### config.mk
export PLATFORM = sky130hd
export DESIGN_NAME = pc_gen_flat
export DESIGN_NICKNAME = d
export VERILOG_FILES = /design/src/rtl/core_pkg.sv /design/src/rtl/pc_gen_if.sv /design/src/rtl/pc_ras.sv /design/src/rtl/pc_gen.sv /design/src/flat_wrapper.sv
export SDC_FILE = /design/constraint.sdc
export NUM_CORES = 1
export LEC_CHECK = 0
export ABC_AREA = 1
export BUFFER_PORTS_ARGS = -buffer_cell sky130_fd_sc_hd__buf_2
export CORE_AREA = 2 2 115 117
export CTS_BUF_LIST = sky130_fd_sc_hd__clkbuf_16
export DETAILED_ROUTE_END_ITERATION = 8
export DIE_AREA = 0 0 117 119
export MAX_ROUTING_LAYER = met4
export PLACE_DENSITY = 0.95
export REMOVE_ABC_BUFFERS = 1
export SLEW_MARGIN = 20
export SYNTH_ARGS = -nofsm -noshare
export SYNTH_HDL_FRONTEND = slang
export SYNTH_SLANG_ARGS = --single-unit
### constraint.sdc
create_clock -name clk -period 3.3 [get_ports clk]
set_clock_uncertainty 0.05 [all_clocks]
set_input_delay 0.825 -clock clk [delete_from_list [all_inputs] [get_ports clk]]
set_output_delay 0.825 -clock clk [all_outputs]
set_load 0.005 [all_outputs]
### src/rtl/core_pkg.sv
// Shared types and constants for the PC generator slice.
package core_pkg;

  typedef enum logic [1:0] {
    BOOT  = 2'd0,
    RUN   = 2'd1,
    FAULT = 2'd2
  } pc_state_e;

  localparam int          INSTR_BYTES      = 4;
  localparam logic [31:0] DEFAULT_RESET_PC = 32'h0000_0000;

endpackage

### src/rtl/pc_gen_if.sv
// Redirect-request / fetch-address bundle between decode-execute and pc_gen.
// With PC_GEN_RAS_EN defined, the bundle also carries the call/return hints.
interface pc_gen_if #(
  parameter int WIDTH = 32
);
  logic             stall;
  logic             branch;
  logic [WIDTH-1:0] imm;
  logic             jalr;
  logic [WIDTH-1:0] rs1;
  logic             trap;
  logic [WIDTH-1:0] trap_vec;
  logic [WIDTH-1:0] pc;
  logic             pc_valid;
  logic [WIDTH-1:0] pc_plus4;
  logic             misaligned;

`ifdef PC_GEN_RAS_EN
  logic is_call;
  logic is_ret;

  modport master (
    output stall, branch, imm, jalr, rs1, trap, trap_vec, is_call, is_ret,
    input  pc, pc_valid, pc_plus4, misaligned
  );
  modport slave (
    input  stall, branch, imm, jalr, rs1, trap, trap_vec, is_call, is_ret,
    output pc, pc_valid, pc_plus4, misaligned
  );
`else
  modport master (
    output stall, branch, imm, jalr, rs1, trap, trap_vec,
    input  pc, pc_valid, pc_plus4, misaligned
  );
  modport slave (
    input  stall, branch, imm, jalr, rs1, trap, trap_vec,
    output pc, pc_valid, pc_plus4, misaligned
  );
`endif

endinterface

### src/rtl/pc_ras.sv
// Circular return-address stack; a push when full overwrites the oldest entry.
module pc_ras #(
  parameter int WIDTH = 32,
  parameter int DEPTH = 4
) (
  input  logic             clk,
  input  logic             rst,
  input  logic             push_i,
  input  logic             pop_i,
  input  logic [WIDTH-1:0] push_data_i,
  output logic [WIDTH-1:0] top_o,
  output logic             empty_o
);
  localparam int PTR_W = $clog2(DEPTH);

  logic [WIDTH-1:0] mem_q [DEPTH];
  logic [PTR_W-1:0] ptr_q, ptr_d, top_idx;
  logic [PTR_W:0]   count_q, count_d;
  logic             full;

  assign top_idx = ptr_q - PTR_W'(1);
  assign top_o   = mem_q[top_idx];
  assign empty_o = (count_q == '0);
  assign full    = (count_q == (PTR_W+1)'(DEPTH));

  always_comb begin
    ptr_d   = ptr_q;
    count_d = count_q;
    unique case ({push_i, pop_i})
      2'b10: begin
        ptr_d = ptr_q + PTR_W'(1);
        if (!full) count_d = count_q + (PTR_W+1)'(1);
      end
      2'b01: begin
        ptr_d   = top_idx;
        count_d = count_q - (PTR_W+1)'(1);
      end
      // pop+push replaces the top entry in place
      default: ;
    endcase
  end

  always_ff @(posedge clk) begin
    if (rst) begin
      ptr_q   <= '0;
      count_q <= '0;
    end else begin
      ptr_q   <= ptr_d;
      count_q <= count_d;
    end
  end

  // NOTE: storage is not reset; count_q alone decides which entries are live.
  always_ff @(posedge clk) begin
    if (push_i) mem_q[pop_i ? top_idx : ptr_q] <= push_data_i;
  end

endmodule

### src/rtl/pc_gen.sv
// Program-counter generator: BOOT/RUN/FAULT control with trap > jalr > branch > +4.
// Optional return-address stack is enabled by defining PC_GEN_RAS_EN.
module pc_gen
  import core_pkg::*;
#(
  parameter int               WIDTH    = 32,
  parameter logic [WIDTH-1:0] RESET_PC = WIDTH'(DEFAULT_RESET_PC)
`ifdef PC_GEN_RAS_EN
  ,
  parameter int               RAS_DEPTH = 4
`endif
) (
  input logic    clk,
  input logic    rst,
  pc_gen_if.slave bus
);
  pc_state_e        state_q, state_d;
  logic [WIDTH-1:0] pc_q, pc_d;
  logic             misaligned_q, misaligned_d;
  logic [WIDTH-1:0] pc_plus4, branch_tgt, jalr_tgt, target;
  logic             redirect, target_bad, take;

  assign pc_plus4   = pc_q + WIDTH'(INSTR_BYTES);
  assign branch_tgt = pc_q + bus.imm;
  assign jalr_tgt   = (bus.rs1 + bus.imm) & ~WIDTH'(1);
  assign redirect   = bus.jalr | bus.branch;
  assign target_bad = (target[1:0] != 2'b00);
  assign take       = (state_q == RUN) & ~bus.trap & ~bus.stall & redirect & ~target_bad;

`ifdef PC_GEN_RAS_EN
  logic [WIDTH-1:0] ras_top;
  logic             ras_empty, ras_pop_ok;

  assign ras_pop_ok = bus.jalr & bus.is_ret & ~ras_empty;
  assign target     = bus.jalr ? (ras_pop_ok ? ras_top : jalr_tgt) : branch_tgt;

  pc_ras #(
    .WIDTH (WIDTH),
    .DEPTH (RAS_DEPTH)
  ) u_ras (
    .clk         (clk),
    .rst         (rst),
    .push_i      (take & bus.is_call),
    .pop_i       (take & ras_pop_ok),
    .push_data_i (pc_plus4),
    .top_o       (ras_top),
    .empty_o     (ras_empty)
  );
`else
  assign target = bus.jalr ? jalr_tgt : branch_tgt;
`endif

  // NOTE: every always_comb output gets a default first, so no path infers a latch.
  always_comb begin
    state_d      = state_q;
    pc_d         = pc_q;
    misaligned_d = 1'b0;
    unique case (state_q)
      BOOT: state_d = RUN;
      RUN: begin
        if (bus.trap) begin
          pc_d = bus.trap_vec;
        end else if (!bus.stall) begin
          if (redirect && target_bad) begin
            misaligned_d = 1'b1;
            state_d      = FAULT;
          end else if (redirect) begin
            pc_d = target;
          end else begin
            pc_d = pc_plus4;
          end
        end
      end
      FAULT: begin
        if (bus.trap) begin
          pc_d    = bus.trap_vec;
          state_d = RUN;
        end
      end
      default: state_d = BOOT;
    endcase
  end

  // NOTE: state registers use non-blocking assignments so all flops update together.
  always_ff @(posedge clk) begin
    if (rst) begin
      state_q      <= BOOT;
      pc_q         <= RESET_PC;
      misaligned_q <= 1'b0;
    end else begin
      state_q      <= state_d;
      pc_q         <= pc_d;
      misaligned_q <= misaligned_d;
    end
  end

  assign bus.pc         = pc_q;
  assign bus.pc_valid   = (state_q == RUN);
  assign bus.pc_plus4   = pc_plus4;
  assign bus.misaligned = misaligned_q;

endmodule

### src/flat_wrapper.sv
// flat-port wrapper written by rule: the top's interface ports become plain ports
module pc_gen_flat import core_pkg::*;
#(
  parameter int               WIDTH    = 32,
  parameter logic [WIDTH-1:0] RESET_PC = WIDTH'(DEFAULT_RESET_PC)

)
  (clk, rst, bus_stall, bus_branch, bus_imm, bus_jalr, bus_rs1, bus_trap, bus_trap_vec, bus_pc, bus_pc_valid, bus_pc_plus4, bus_misaligned);
  pc_gen_if #(.WIDTH(WIDTH)) bus_i ();
  input logic clk;
  input logic rst;
  input wire logic [$bits(bus_i.stall)-1:0] bus_stall;
  input wire logic [$bits(bus_i.branch)-1:0] bus_branch;
  input wire logic [$bits(bus_i.imm)-1:0] bus_imm;
  input wire logic [$bits(bus_i.jalr)-1:0] bus_jalr;
  input wire logic [$bits(bus_i.rs1)-1:0] bus_rs1;
  input wire logic [$bits(bus_i.trap)-1:0] bus_trap;
  input wire logic [$bits(bus_i.trap_vec)-1:0] bus_trap_vec;
  output wire logic [$bits(bus_i.pc)-1:0] bus_pc;
  output wire logic [$bits(bus_i.pc_valid)-1:0] bus_pc_valid;
  output wire logic [$bits(bus_i.pc_plus4)-1:0] bus_pc_plus4;
  output wire logic [$bits(bus_i.misaligned)-1:0] bus_misaligned;
  assign bus_i.stall = bus_stall;
  assign bus_i.branch = bus_branch;
  assign bus_i.imm = bus_imm;
  assign bus_i.jalr = bus_jalr;
  assign bus_i.rs1 = bus_rs1;
  assign bus_i.trap = bus_trap;
  assign bus_i.trap_vec = bus_trap_vec;
  assign bus_pc = bus_i.pc;
  assign bus_pc_valid = bus_i.pc_valid;
  assign bus_pc_plus4 = bus_i.pc_plus4;
  assign bus_misaligned = bus_i.misaligned;
  pc_gen #(.WIDTH(WIDTH), .RESET_PC(RESET_PC)) u_core (.clk(clk), .rst(rst), .bus(bus_i));
endmodule
==> run_results.csv <==
group,metric,value,unit
global_route,grt_max_degree,35,
global_route,overflow,0,
timing,hold_viol,0,
finish,diodes,0,
clocking,post_cts_buffers,0,
clocking,clkSinkCount,35,
setup_path,cp-startpoint,"u_core.bus.pc[3]$_SDFFE_PP0P_",
status,outcome,"complete, no violations",
timing,maxSlewViolCount,0,
setup_path,critPathMaxFanout,5,
synth,synth_edf_count,0,
detailed_routing,viasPerCell,5.65,
floorplanning,io_pins,168,
power,power.leakage,5.16,nW
detailed_routing,antenna_violating_nets_post_route,0,
detailed_routing,drt-initial-drc-count,1139,
setup_path,endpoint,"bus_pc_plus4[30]",
setup_path,path_class,"reg2out",
timing,tightestPinTransition,0.953,ns
timing,finalSetupViolCount,0,
flow_run,timing.max_cap.violations,0,
clocking,cts_max_path_buffers,2,
finish,drive_gt1_share,13.9,%
clocking,clkTransAtPathRegs,0.06,ns
global_route,grt_pass1_wl,44600,um
setup_path,r2r_cells,11,
setup_path,r2r_start,"u_core.bus.pc[0]$_SDFFE_PP0P_",
hold_path,hold_class,"reg2reg",
setup_path,cp-start-kind,"register",
timing,max_freq,318,MHz
global_route,track_usage,41.8,%
synth,synth_seq_cells,35,
timing,grt_setup_unrepaired,"false",
synth,synth_warnings,0,
power,power_density,545,nW/um^2
clocking,clk_latency,0.29,ns
clocking,cts_made_buffers,5,
floorplanning,fp.dieArea,13900,sq um
detailed_routing,post_drt_wl_per_cell,16.1,um
clocking,cts_tree,"built",
placed_design,gp_congestion,1.05,
clocking,h-tree-depth,2,
synth,synth_ff_type,"dfxtp_1",
floorplanning,die_y,119,um
global_route,first_global_vias,9169,
setup_path,endpoint_kind,"output pin",
timing,post-route-period-util,95.3,%
clocking,cts-root-buf,"clkbuf_16",
finish,final_net_count,1768,
floorplanning,core,12900,sq um
detailed_routing,first_pass_iters,7,
setup_path,r2r_slack,0.86,ns
detailed_routing,drc_errors,0,
floorplanning,die_w,117,um
detailed_routing,drt_wl_total,28500,um
placed_design,port_buffers,167,
detailed_routing,vias,10000,
floorplanning,fp-row-count,42,
setup_path,r2r_end,"u_core.bus.pc[13]$_SDFFE_PP0P_",
setup_path,cp.required,2.42,ns
synth,synth_area,7460,sq um
synth,synthArstFlopShare,0,%
timing,period_needed,3.15,ns
synth,synth_area_per_cell,5.20,sq um
timing,slew_headroom,36.4,%
placed_design,hpwl,23600,um
synth,syn-instance-count,1434,
finish,area_delta_synth_final,16.8,%
setup_path,arrival,2.27,ns
floorplanning,initial_core_util,57.9,%
power,power.total,4.75,mW
synth,synth_cell_types,45,
power,irDropWorstVdd,0.963,mV
global_route,antenna_found_initial,0,
timing,setup_tns,0,ns
synth,yosysSeqAreaShare,9.39,%
critical path: stages (launching register included):
cell     delay [ns]
dfxtp_1        0.46
ha_1           0.27
inv_1          0.14
nor3_4         0.34
nand4_1        0.18
nor2_1         0.15
inv_1          0.05
o21ai_1        0.16
nand2_1        0.08
buf_2          0.13
report_power, final:
group	leakage, nW	switching (mW)	internal [mW]
clock	0.0838	0.202	0.356
combinational	4.78	2.15	1.20
sequential	0.290	0.267	0.576
area by class of cell:
cell class | instances | area (sq um)
multi-input cells | 1107 | 5640
fillers | 1302 | 4160
inverters | 265 | 996
repair buffers | 185 | 983
flip-flops and latches | 35 | 702
well taps | 176 | 220
clock buffers | 5 | 125
clock inverters | 3 | 43.8
state kept, by name, summed over array words and instances (netlist names):
signal and count:
u_core.bus.misaligned 1, u_core.state_q 2, u_core.bus.pc 32
metrics by stage:
step	setup WS (ns)	hold slack, ns	util, %	cell area, sq um	instances
global route	0.00276	0.482	67.7	8710	1776
finish	0.154	0.457	67.7	8710	1776
global placement	0.397	0.434	66.3	8540	1768
detailed placement	0.369	0.437	66.3	8540	1768
floorplan	-0.268	0.431	-	7330	1407
CTS	0.0951	0.446	67.6	8710	1776
worst min-delay path by stage:
| stage | from | to | cells past startpoint |
|---|---|---|---|
| after floorplan | u_core.state_q[1]$_SDFFE_PP0P_ | u_core.state_q[1]$_SDFFE_PP0P_ | 2 |
| after global placement | u_core.bus.pc[0]$_SDFFE_PP0P_ | u_core.bus.pc[0]$_SDFFE_PP0P_ | 2 |
| after detailed placement | u_core.bus.pc[0]$_SDFFE_PP0P_ | u_core.bus.pc[0]$_SDFFE_PP0P_ | 2 |
| after CTS | u_core.bus.pc[0]$_SDFFE_PP0P_ | u_core.bus.pc[0]$_SDFFE_PP0P_ | 2 |
| after global routing | u_core.bus.pc[0]$_SDFFE_PP0P_ | u_core.bus.pc[0]$_SDFFE_PP0P_ | 2 |
| final | u_core.state_q[1]$_SDFFE_PP0P_ | u_core.state_q[1]$_SDFFE_PP0P_ | 2 |
synth_stat cells, types with 12 or more instances:
cell,number,share of area (%)
dfxtp_1,35,9.4
a21oi_1,124,8.3
nand4_1,17,1.4
ha_1,65,11
o21ai_0,72,4.8
clkbuf_1,12,0.60
nor2_1,106,5.3
nand3_1,138,9.3
inv_1,262,13
nor3_1,21,1.4
nand2_1,467,23
xor2_1,19,2.2
cell families after synthesis:
family / after synthesis / share of synthesized area (%)
and+or+nand+nor: 785 / 44.7
AOI/OAI and AO/OA: 229 / 16.3
xor gates and xnor gates: 26 / 3.15
adders and majority gates: 67 / 11.4
buffers and inverters: 292 / 15.0
DFF: 35 / 9.39
metal layers:
layer  track usage, %  vias to the layer above  routed length (um)
li1                 -                     4913                   -
met1             56.0                     4440               11800
met2             64.6                      584               12700
met3             6.31                       91                3070
met4             13.2                        0                 940
met5                -                        -                   0
layout by cell type (no fill, tap or decap), drive strengths merged, types with 7 or more instances in the layout:
cell type | synthesis | routed
nand2 | 470 | 470
inv | 263 | 263
buf | 15 | 185
nand3 | 140 | 140
a21oi | 125 | 125
nor2 | 109 | 109
o21ai | 79 | 79
ha | 65 | 65
dfxtp | 35 | 35
nor3 | 24 | 24
xor2 | 19 | 19
nand4 | 17 | 17
or2 | 12 | 12
o21bai | 9 | 9
xnor2 | 7 | 7
repair_timing:
| action | CTS | global route |
|---|---|---|
| resized for setup | 0 | 2 |
| setup endpoints to repair | 0 | 2 |
| hold buffers | 0 | 0 |
No activity file was read; power rests on OpenSTA's default activity.
